--- src/rtl/dev_defines.sv ---
// dev_defines: shared definitions for the device interrupt controller.
//   N_SRC_DEFAULT : default number of interrupt sources
//   REG_*         : register word index as decoded from addr[3:2]
//                   (MASK 0x0, PENDING 0x4, CAUSE 0x8, reserved 0xC)
//   state_t       : service FSM states
package dev_defines;

    localparam int N_SRC_DEFAULT = 8;

    localparam logic [1:0] REG_MASK    = 2'd0;
    localparam logic [1:0] REG_PENDING = 2'd1;
    localparam logic [1:0] REG_CAUSE   = 2'd2;
    localparam logic [1:0] REG_RSVD    = 2'd3;

    typedef enum logic [1:0] {
        ST_IDLE   = 2'd0,
        ST_ACTIVE = 2'd1,
        ST_FIN    = 2'd2
    } state_t;

endpackage

--- src/rtl/int_prio_arbiter.sv ---
// int_prio_arbiter: combinational winner selection for the interrupt controller.
// Searches req_vec starting at the index just after ptr and wrapping, so the
// first asserted index following ptr wins. Fixed lowest-index priority is the
// special case ptr = N_SRC-1.
//   req_vec : masked request vector
//   ptr     : last serviced id (search starts at ptr+1)
//   id      : winning index (0 when valid = 0)
//   valid   : at least one request asserted
module int_prio_arbiter #(
    parameter int N_SRC = 8
) (
    input  logic [N_SRC-1:0] req_vec,
    input  logic [3:0]       ptr,
    output logic [3:0]       id,
    output logic             valid
);

    localparam int IW = $clog2(N_SRC);

    logic [IW-1:0] idx;

    // Walk the N_SRC candidates in rotated order; the first hit is kept.
    always_comb begin
        id    = '0;
        valid = 1'b0;
        idx   = '0;
        for (int k = 1; k <= N_SRC; k++) begin
            idx = IW'((int'(ptr) + k) % N_SRC);
            if (!valid && req_vec[idx]) begin
                valid = 1'b1;
                id    = 4'(idx);
            end
        end
    end

endmodule

--- src/rtl/dev_int_ctrl.sv ---
// dev_int_ctrl: device interrupt controller with a small register window.
// Optional feature: define DEV_INT_CTRL_ROUND_ROBIN_EN for round-robin
// arbitration; otherwise the lowest asserted index wins and no pointer
// register exists.
//   clk, rstn           : clock, asynchronous active-low reset
//   req/we/be/addr/wdata: bus request into the register window
//   rdata/ack           : registered read data and acknowledge (req + 1 cycle)
//   src_req_i           : level requests from devices
//   src_fin_o           : one-cycle completion pulse to the serviced device
//   irq_o/irq_id_o      : interrupt to the core and the id being serviced
//   int_fin_i           : core pulse marking end of service
module dev_int_ctrl
    import dev_defines::*;
#(
    parameter int N_SRC = N_SRC_DEFAULT
) (
    input  logic             clk,
    input  logic             rstn,
    input  logic             req,
    input  logic             we,
    input  logic [3:0]       be,
    input  logic [31:0]      addr,
    input  logic [31:0]      wdata,
    output logic [31:0]      rdata,
    output logic             ack,
    input  logic [N_SRC-1:0] src_req_i,
    output logic [N_SRC-1:0] src_fin_o,
    output logic             irq_o,
    output logic [3:0]       irq_id_o,
    input  logic             int_fin_i
);

    state_t           state;
    state_t           state_next;
    logic [3:0]       id;
    logic [3:0]       id_next;
    logic [N_SRC-1:0] mask;
    logic [N_SRC-1:0] pending;
    logic [31:0]      mask_ext;
    logic [31:0]      byte_mask;
    logic [31:0]      mask_wr;
    logic [31:0]      rd_mux;
    logic [3:0]       rr_ptr;
    logic [3:0]       win_id;
    logic             win_valid;
    logic             busy;
    logic             unused_bits;

    assign pending  = src_req_i & mask;
    assign mask_ext = {{(32-N_SRC){1'b0}}, mask};
    assign busy     = (state != ST_IDLE);
    assign irq_id_o = id;

    // Byte-enable merge: untouched bytes keep their old MASK value.
    assign byte_mask = {{8{be[3]}}, {8{be[2]}}, {8{be[1]}}, {8{be[0]}}};
    assign mask_wr   = (mask_ext & ~byte_mask) | (wdata & byte_mask);

    assign unused_bits = ^{addr[31:4], addr[1:0], mask_wr};

    int_prio_arbiter #(
        .N_SRC (N_SRC)
    ) u_arb (
        .req_vec (pending),
        .ptr     (rr_ptr),
        .id      (win_id),
        .valid   (win_valid)
    );

`ifdef DEV_INT_CTRL_ROUND_ROBIN_EN
    // Remembers the last granted id so the next search starts just after it.
    always_ff @(posedge clk or negedge rstn) begin
        if (!rstn) begin
            rr_ptr <= 4'(N_SRC - 1);
        end else if (state == ST_IDLE && win_valid) begin
            rr_ptr <= win_id;
        end
    end
`else
    // Searching after N_SRC-1 wraps to index 0, i.e. lowest index wins.
    assign rr_ptr = 4'(N_SRC - 1);
`endif

    always_comb begin
        rd_mux = '0;
        case (addr[3:2])
            REG_MASK:    rd_mux = mask_ext;
            REG_PENDING: rd_mux = {{(32-N_SRC){1'b0}}, pending};
            REG_CAUSE:   rd_mux = {busy, 27'd0, id};
            REG_RSVD:    rd_mux = '0;
        endcase
    end

    // Arbitration reads mask before this edge's write lands, so a write and
    // a grant on the same edge naturally use the old MASK.
    always_ff @(posedge clk or negedge rstn) begin
        if (!rstn) begin
            ack   <= 1'b0;
            rdata <= '0;
            mask  <= '0;
        end else begin
            ack   <= req;
            rdata <= (req && !we) ? rd_mux : 32'd0;
            if (req && we && addr[3:2] == REG_MASK) begin
                mask <= mask_wr[N_SRC-1:0];
            end
        end
    end

    always_ff @(posedge clk or negedge rstn) begin
        if (!rstn) begin
            state <= ST_IDLE;
            id    <= '0;
        end else begin
            state <= state_next;
            id    <= id_next;
        end
    end

    // irq_o and src_fin_o decode from state, so an async reset removes them
    // at once. Once ACTIVE, only int_fin_i ends service regardless of mask or
    // request changes; the completion pulse is the single FIN cycle.
    always_comb begin
        state_next = state;
        id_next    = id;
        irq_o      = 1'b0;
        src_fin_o  = '0;
        case (state)
            ST_IDLE: begin
                if (win_valid) begin
                    state_next = ST_ACTIVE;
                    id_next    = win_id;
                end
            end
            ST_ACTIVE: begin
                irq_o = 1'b1;
                if (int_fin_i) begin
                    state_next = ST_FIN;
                end
            end
            ST_FIN: begin
                for (int i = 0; i < N_SRC; i++) begin
                    src_fin_o[i] = (id == 4'(i));
                end
                state_next = ST_IDLE;
            end
            default: state_next = ST_IDLE;
        endcase
    end

endmodule

--- config.mk ---
export PLATFORM = sky130hd
export DESIGN_NAME = dev_int_ctrl
export DESIGN_NICKNAME = d
export VERILOG_FILES = /design/src/rtl/dev_defines.sv /design/src/rtl/int_prio_arbiter.sv /design/src/rtl/dev_int_ctrl.sv
export SDC_FILE = /design/constraint.sdc
export NUM_CORES = 1
export LEC_CHECK = 0
export CORE_MARGIN = 2
export CORE_UTILIZATION = 32
export CTS_BUF_LIST = sky130_fd_sc_hd__clkbuf_8
export DETAILED_ROUTE_END_ITERATION = 8
export GPL_TIMING_DRIVEN = 0
export PLACE_DENSITY = 0.88
export SETUP_SLACK_MARGIN = 0.05
export SYNTH_ARGS = -nofsm -noshare
export SYNTH_HDL_FRONTEND = slang
export SYNTH_SLANG_ARGS = --single-unit
--- constraint.sdc ---
create_clock -name clk -period 3.5 [get_ports clk]
set_input_delay 0.525 -clock clk [delete_from_list [all_inputs] [get_ports clk]]
set_output_delay 0.525 -clock clk [all_outputs]
set_load 0.05 [all_outputs]
==> results of run 1 <==
[Yosys cell counts, drive strengths merged, types with 2 or more instances]
library cell | count | area share, %
a21oi | 6 | 2.4
and3 | 5 | 2.5
nand2b | 9 | 4.5
nor2b | 2 | 1.0
a22oi | 4 | 3.2
nor4 | 2 | 1.0
mux2 | 8 | 7.3
buf | 24 | 15
nand2 | 7 | 2.3
a32o | 3 | 2.4
dfrtp | 23 | 46
nor2 | 10 | 3.2
[critical path: stages (launching register included)]
cell	delay [ns]
sky130_fd_sc_hd__dfrtp_1	0.36
sky130_fd_sc_hd__clkbuf_1	0.18
sky130_fd_sc_hd__or3b_2	0.52
sky130_fd_sc_hd__nor2_1	0.11
sky130_fd_sc_hd__clkdlybuf4s50_1	0.81
[through the flow]
step                      cells  hold slack (ns)
after detailed placement    235           0.4948
final                       239           0.5053
after floorplan             142           0.2294
after global placement      235           0.4933
after CTS                   239           0.5056
after global routing        239           0.5372
[cell families after synthesis]
| family | after synthesis | synth area share, % |
|---|---|---|
| buffers and inverters | 26 | 15.14 |
| muxes | 8 | 7.266 |
| AOI/OAI and AO/OA | 19 | 11.60 |
| other | 1 | 0.3024 |
| and+or+nand+nor | 42 | 19.27 |
| DFF | 23 | 46.42 |
[power breakdown]
part	internal, mW	switching (mW)	leakage [nW]
logic	0.178	0.307	0.556
registers	0.320	0.0649	0.294
clock network	0.0783	0.0803	0.0269
[worst min-delay path by stage]
stage,startpoint,to,cells after the start
CTS,state[1],state[0],1
global route,state[1],state[0],1
finish,state[1],state[0],1
floorplan,rstn,asynchronous set/reset pin,0
detailed placement,state[1],state[0],1
global placement,state[1],state[0],1
[layout make-up]
cell class                      instances  area [um^2]
Clock inverter                          1        3.754
Timing Repair Buffer                   45        450.4
Inverter                                1        3.754
Clock buffer                            3        41.29
Multi-Input combinational cell         93        563.0
Fill cell                             346         1807
Tap cell                               48        60.06
Buffer                                 25        183.9
Sequential cell                        23        575.6
[per-layer routing]
metal	vias up	global-route usage, %
met5	-	0
met4	0	5.357
met3	5	2.726
met2	33	22.13
met1	455	14.86
li1	515	-
==> run summary, run 1 <==
The register area share after synthesis is between 40% and 50%. Tracing the worst setup path back leads to its startpoint at state[0]. The via count of the first global-routing pass came out at 967. The quantity of gates resized following cts is 0. The core region is about 3700 um^2. The count of clock tree sinks came out at 23. After detailed routing, the met2 layer carries around 1.4 mm of wire. Summed over all layers, the global routing overflow is 0. The die width is about 66 um.

After clock tree synthesis, the flow added hold-fix buffers numbering 0. The maximum count of clock buffers along a single path is 2. The clock reaches the later pin of the worst-skew pair after about 0.26 ns.

Across the VDD grid, the largest voltage drop is roughly 0.00026 V. The share of flip-flops with an asynchronous set or reset after synthesis came out at 100.0%. The data required time of the worst path came out at between 2 and 3 ns.

The global-route wire length before repair came out at approximately 4.3 mm. The critical path capture point type is an output pin. The maximum fanout along the worst path came out at 9.

The worst hold path belongs to the class reg2reg. The combined global-route utilization of all metal layers is 12.67%. CTS built an H-tree with a depth of 1. The y dimension of the die is between 60 and 70 um.

The signed area change from the synthesized netlist to the final layout came out at 51.77%. The top routing layer in use is met4. The post-CTS setup buffer count came out at 0. The port buffer count is 45. The analysis attributes to cell leakage a power of roughly 0.88 nW. The library cells used most frequently in the layout, excluding fill and tap cells, are 45 x sky130_fd_sc_hd__clkdlybuf4s50_1, 24 x sky130_fd_sc_hd__buf_4, 24 x sky130_fd_sc_hd__conb_1, 23 x sky130_fd_sc_hd__dfrtp_1. Synthesis inferred 23 register bits. In this run the worst setup path terminates at src_fin_o[4].

The maximum clock rate came out at 362.2 MHz. The post-route netlist has between 20 and 25% of its cells at a drive strength greater than 1. The total count of hold-check failures in the final report is 0.

The count of pins over their slew limit came to 0. Setup repair after global routing left no endpoint under its margin. The master cell of the clock root buffer is sky130_fd_sc_hd__clkbuf_8.

The worst setup path is launched from a flip-flop. The routed layout has approximately 1000 vias. Entering global routing, the biggest net connects 24 pins. The flop-to-flop setup slack came out at about 2.2 ns. The detailed-route wire length is approximately 2.7 mm. The total DRC errors in the routed layout came out at 0. The final standard cell utilization of the core is about half. The number of core rows came out at 22. The post-route met1 wirelength came out at 1.095 mm. TritonCTS created 3 clock buffers. The number of synthesized flops with an enable pin is 0. The first-pass detailed-route iteration total is 4. The share of the clock period used by the worst path is 78.88%.

The die covers approximately 4400 um^2. The weighted congestion at the end of routability-driven global placement came out at about 0.82. The final design instance area without fill came out at approximately 1900 um^2.

The final layout net count is ~270. Setup violations remaining at the end of the flow were counted as 0. The count of distinct cell types in the synthesized netlist is 31. The number of warnings reported in the yosys synthesis log came out at 0. Power comes to 1.029 mW. The wire length on met3 is between 150 and 200 um. After detailed routing, the number of vias per cell comes to 4.218. The power density over cell area is 546.7 nW/um^2. Leaving out fill and tap cells, the most frequent cell in the layout is sky130_fd_sc_hd__clkdlybuf4s50_1. During I/O placement, the number of pins put on the boundary was roughly 130.

The placed instance area came out at approximately 1800 um^2. The count of nets left with antenna violations once routing finished came out at 0. The flow ran to the end, and the final reports show no timing, DRC or antenna violations. The maximum clock skew at final layout is 0.002388 ns. The worst pin sits at a relative slew slack of 34.80%. The mean routed wirelength per cell is 11.38 um. TritonCTS built the clock tree. After legalization and detailed placement, the total HPWL measured between 2 and 2.5 mm. Setup slack closes at between 0.7 and 0.8 ns. The shortest clock period the worst path allows after layout is roughly 2.8 ns. The mean area per synthesized cell came out at between 10 and 15 um^2.

The slew of the pin with the lowest slew margin came out at roughly 1 ns. The clock-pin slew on the worst setup and hold paths came out at roughly 0.080 ns. In the synthesized netlist the dominant register cell turns out to be sky130_fd_sc_hd__dfrtp_1. In this run the critical register-to-register path is captured at irq_id_o[0]. The setup path with the least slack is of type reg2out.

The number of antenna cells inserted is 0. The number of instances in the synthesized netlist is 119. The placement-stage worst setup slack came out at between 1 and 1.5 ns.

The total of max-cap violations is 0. The number of antenna violations at the first check in global routing is 0. The synthesized netlist occupies a cell area of roughly 1200 um^2. For this block, the initial DRC count from the detailed router was 18.

The initial utilization of the core area, before any placement, comes to around a third. The sum of negative setup slack came out at 0 ns. For the worst flop-to-flop path, the logic depth is 4. The arrival time of data at the critical path endpoint came out at around 2.2 ns.
Power figures use the tool's default switching activity.
==> inputs of run 2 (changes only) <==
--- a/config.mk
+++ b/config.mk
@@ -6,11 +6,11 @@
 export NUM_CORES = 1
 export LEC_CHECK = 0
 export CORE_MARGIN = 2
-export CORE_UTILIZATION = 32
+export CORE_UTILIZATION = 30
 export CTS_BUF_LIST = sky130_fd_sc_hd__clkbuf_8
 export DETAILED_ROUTE_END_ITERATION = 8
 export GPL_TIMING_DRIVEN = 0
-export PLACE_DENSITY = 0.88
+export PLACE_DENSITY = 0.83
 export SETUP_SLACK_MARGIN = 0.05
 export SYNTH_ARGS = -nofsm -noshare
 export SYNTH_HDL_FRONTEND = slang
==> constraint.sdc (replaced) <==
create_clock -name clk -period 2.7 [get_ports clk]
set_input_delay 0.405 -clock clk [delete_from_list [all_inputs] [get_ports clk]]
set_output_delay 0.405 -clock clk [all_outputs]
set_load 0.05 [all_outputs]
==> run 2 against run 1 <==
Compared with the run above:
- first-iteration DRC count up 130%
- non-clock buffer count unchanged
- clock power up 28%
- wire length fell by 0.29%
- hold slack lost 0.0010 ns
- core utilization decreased by 3.5 points
- sequential power up 31%
- critical path type unchanged
- critical endpoint is now src_fin_o[7]
- largest power group unchanged
- highest routed layer unchanged
==> run summary, run 2 (synthesis gave the netlist of run 1 again) <==
The worst relative slew slack is 34.04%. The clock latency reported for the late side of the worst-skew pair is 0.26 ns. The class of the tightest hold or removal check is reg2reg.

For this design the static power due to leakage is approximately 0.91 nW. The worst voltage drop across the vdd grid is between 0.0002 and 0.00025 V. The die width came out at between 60 and 70 um.

The number of antenna-violating nets in the routed design is 0. The total count of hold-check failures in the final report is 0. Cells with a size suffix above 1 make up between 20 and 25% of the layout.

The first-pass detailed-route iteration total is 4. STA classifies the critical path startpoint as a flip-flop. The wire length on met2 is ~1.4 mm.

The detailed-route vias per instance came out at approximately 4.3. The full die area is around 4700 um^2. The arrival time of data at the critical path endpoint came out at around 2.0 ns. The number of antenna cells inserted came out at 0. The power density over cell area came out at between 700 and 800 nW/um^2. The mean routed wirelength per cell came out at approximately 11 um. The slew of the pin with the lowest slew margin is 0.9863 ns. The port buffer count came out at 45. Relative to the synthesized area, the layout overhead comes to 53.38%.

Setup repair after global routing left no endpoint under its margin. The maximum clock skew at final layout came out at approximately 0.005 ns. Detailed placement ended at an HPWL of approximately 2.2 mm. TritonCTS built the clock tree. The clock-pin slew on the worst setup and hold paths is approximately 0.08 ns. The worst path in the final design needs a cycle of 2.375 ns, including I/O delays and setup. The critical path is of the reg2out type. Leaving out fill and tap cells, the most frequent cells in the layout are 43 x sky130_fd_sc_hd__clkdlybuf4s50_1, 24 x sky130_fd_sc_hd__buf_4, 24 x sky130_fd_sc_hd__conb_1, 23 x sky130_fd_sc_hd__dfrtp_1. Buffers inserted during clock tree synthesis total 3. The congestion estimate from routability-driven global placement came to roughly 0.8. The total DRC errors in the routed layout came out at 0.

The global-route wire length before repair is between 4 and 5 mm. The number of I/O pins came out at 127. In the final design database the tool counted 273 nets. The placement-stage worst setup slack is 0.3485 ns. The sum of negative setup slack is 0 ns. Measured along the y axis, the die boundary spans between 60 and 70 um. The effective utilization at floorplan is between 30% and 40%. The H-tree depth came out at 1. The total placed cells including tap cells came out at about 240. After clock tree synthesis, the flow added hold-fix buffers numbering 0. STA classifies the critical path endpoint as an output pin. The via count came out at 1035.

The setup violation total in the final timing report came out at 0. Post-CTS repair changed the size of 0 cells. The number of antenna violations at the first check in global routing was 0. The final standard cell utilization of the core came out at a little under half.

The area of the core is around 4000 um^2. The maximum fanout along the worst path came out at 9. The combined global-route utilization of all metal layers is 11.76%. The count of clock tree sinks came out at 23. Timing would allow up to 421.1 MHz. The top routing layer in use is met4.

The largest net degree at the start of global routing is 24. The number of core rows is 23. The maximum count of clock buffers along a single path is 2.

The wire length on met3 came out at between 150 and 200 um. Leaving out fill and tap cells, the most frequent cell in the layout is sky130_fd_sc_hd__clkdlybuf4s50_1. The count of pins over their slew limit came out at 0. The count of placed standard cells in the final layout, fillers left out came out at between 200 and 250. The total of max-cap violations came out at 0. The via count of the first global-routing pass came out at roughly 900. Post-CTS timing repair inserted 0 buffers for setup. The total overflow left after global routing is 0. The final critical path takes up just under 90% of the cycle. The number of DRC markers in iteration 0 is 41.

The flow ran to the end, and the final reports show no timing, DRC or antenna violations. Wires add up to ~2.7 mm. The data required time of the worst path is ~2.3 ns. Across all setup checks in the final design, the least slack found is approximately 0.33 ns. The master cell of the clock root buffer is sky130_fd_sc_hd__clkbuf_8. The post-route met1 wirelength came out at roughly 1.1 mm.
## run 2: cell types whose count changed in the layout (fill, tap and decap cells not counted), sizes merged
cell           delta
dlymetal6s2s      +2
clkdlybuf4s50     -2
## run 2: stage by stage
| step | hold slack [ns] | cell area [um^2] | total power, mW |
|---|---|---|---|
| after floorplan | 0.1094 | 1339 | 0.9445 |
| after global placement | 0.4827 | 1852 | 1.130 |
| after detailed placement | 0.4919 | 1852 | 1.143 |
| after CTS | 0.5060 | 1897 | 1.349 |
| after global routing | 0.5241 | 1902 | 1.413 |
| final | 0.5043 | 1902 | 1.342 |
## run 2: final cells by class
cell class	count	area [um^2]
Fill cell	386	2098
Sequential cell	23	575.6
Multi-Input combinational cell	93	575.6
Timing Repair Buffer	45	455.4
Buffer	25	183.9
Tap cell	50	62.56
Clock buffer	3	41.29
Clock inverter	1	3.754
Inverter	1	3.754
## run 2: layer usage
layer  vias to the layer above  GRT usage, %
li1                        514             -
met1                       483         14.71
met2                        36         19.42
met3                         2         2.632
met4                         0         5.000
met5                         -             0
## run 2: worst max-delay path, cell delays in order, from the launching register on
cell and delay, ns:
sky130_fd_sc_hd__dfrtp_1 0.36, sky130_fd_sc_hd__clkbuf_1 0.19, sky130_fd_sc_hd__nand3b_1 0.23, sky130_fd_sc_hd__nor2_1 0.11, sky130_fd_sc_hd__clkdlybuf4s50_1 0.81
## run 2: worst paths after layout
check	startpoint	to	slack, ns	cells past startpoint
max	state[0]	src_fin_o[7]	0.33	4
min in group asynchronous	rstn	asynchronous set/reset pin	0.69	1
max reg2reg	flip-flop	irq_id_o[0]	1.35	4
min	state[1]	state[0]	0.50	1
min reg2reg	state[1]	state[0]	0.50	1
max in group asynchronous	rstn	rdata[31]	1.41	1
## run 2: where the power goes
part	internal (mW)	total (mW)	switching, mW
sequential	0.415	0.505	0.0905
combinational	0.232	0.633	0.401
clock	0.101	0.204	0.103
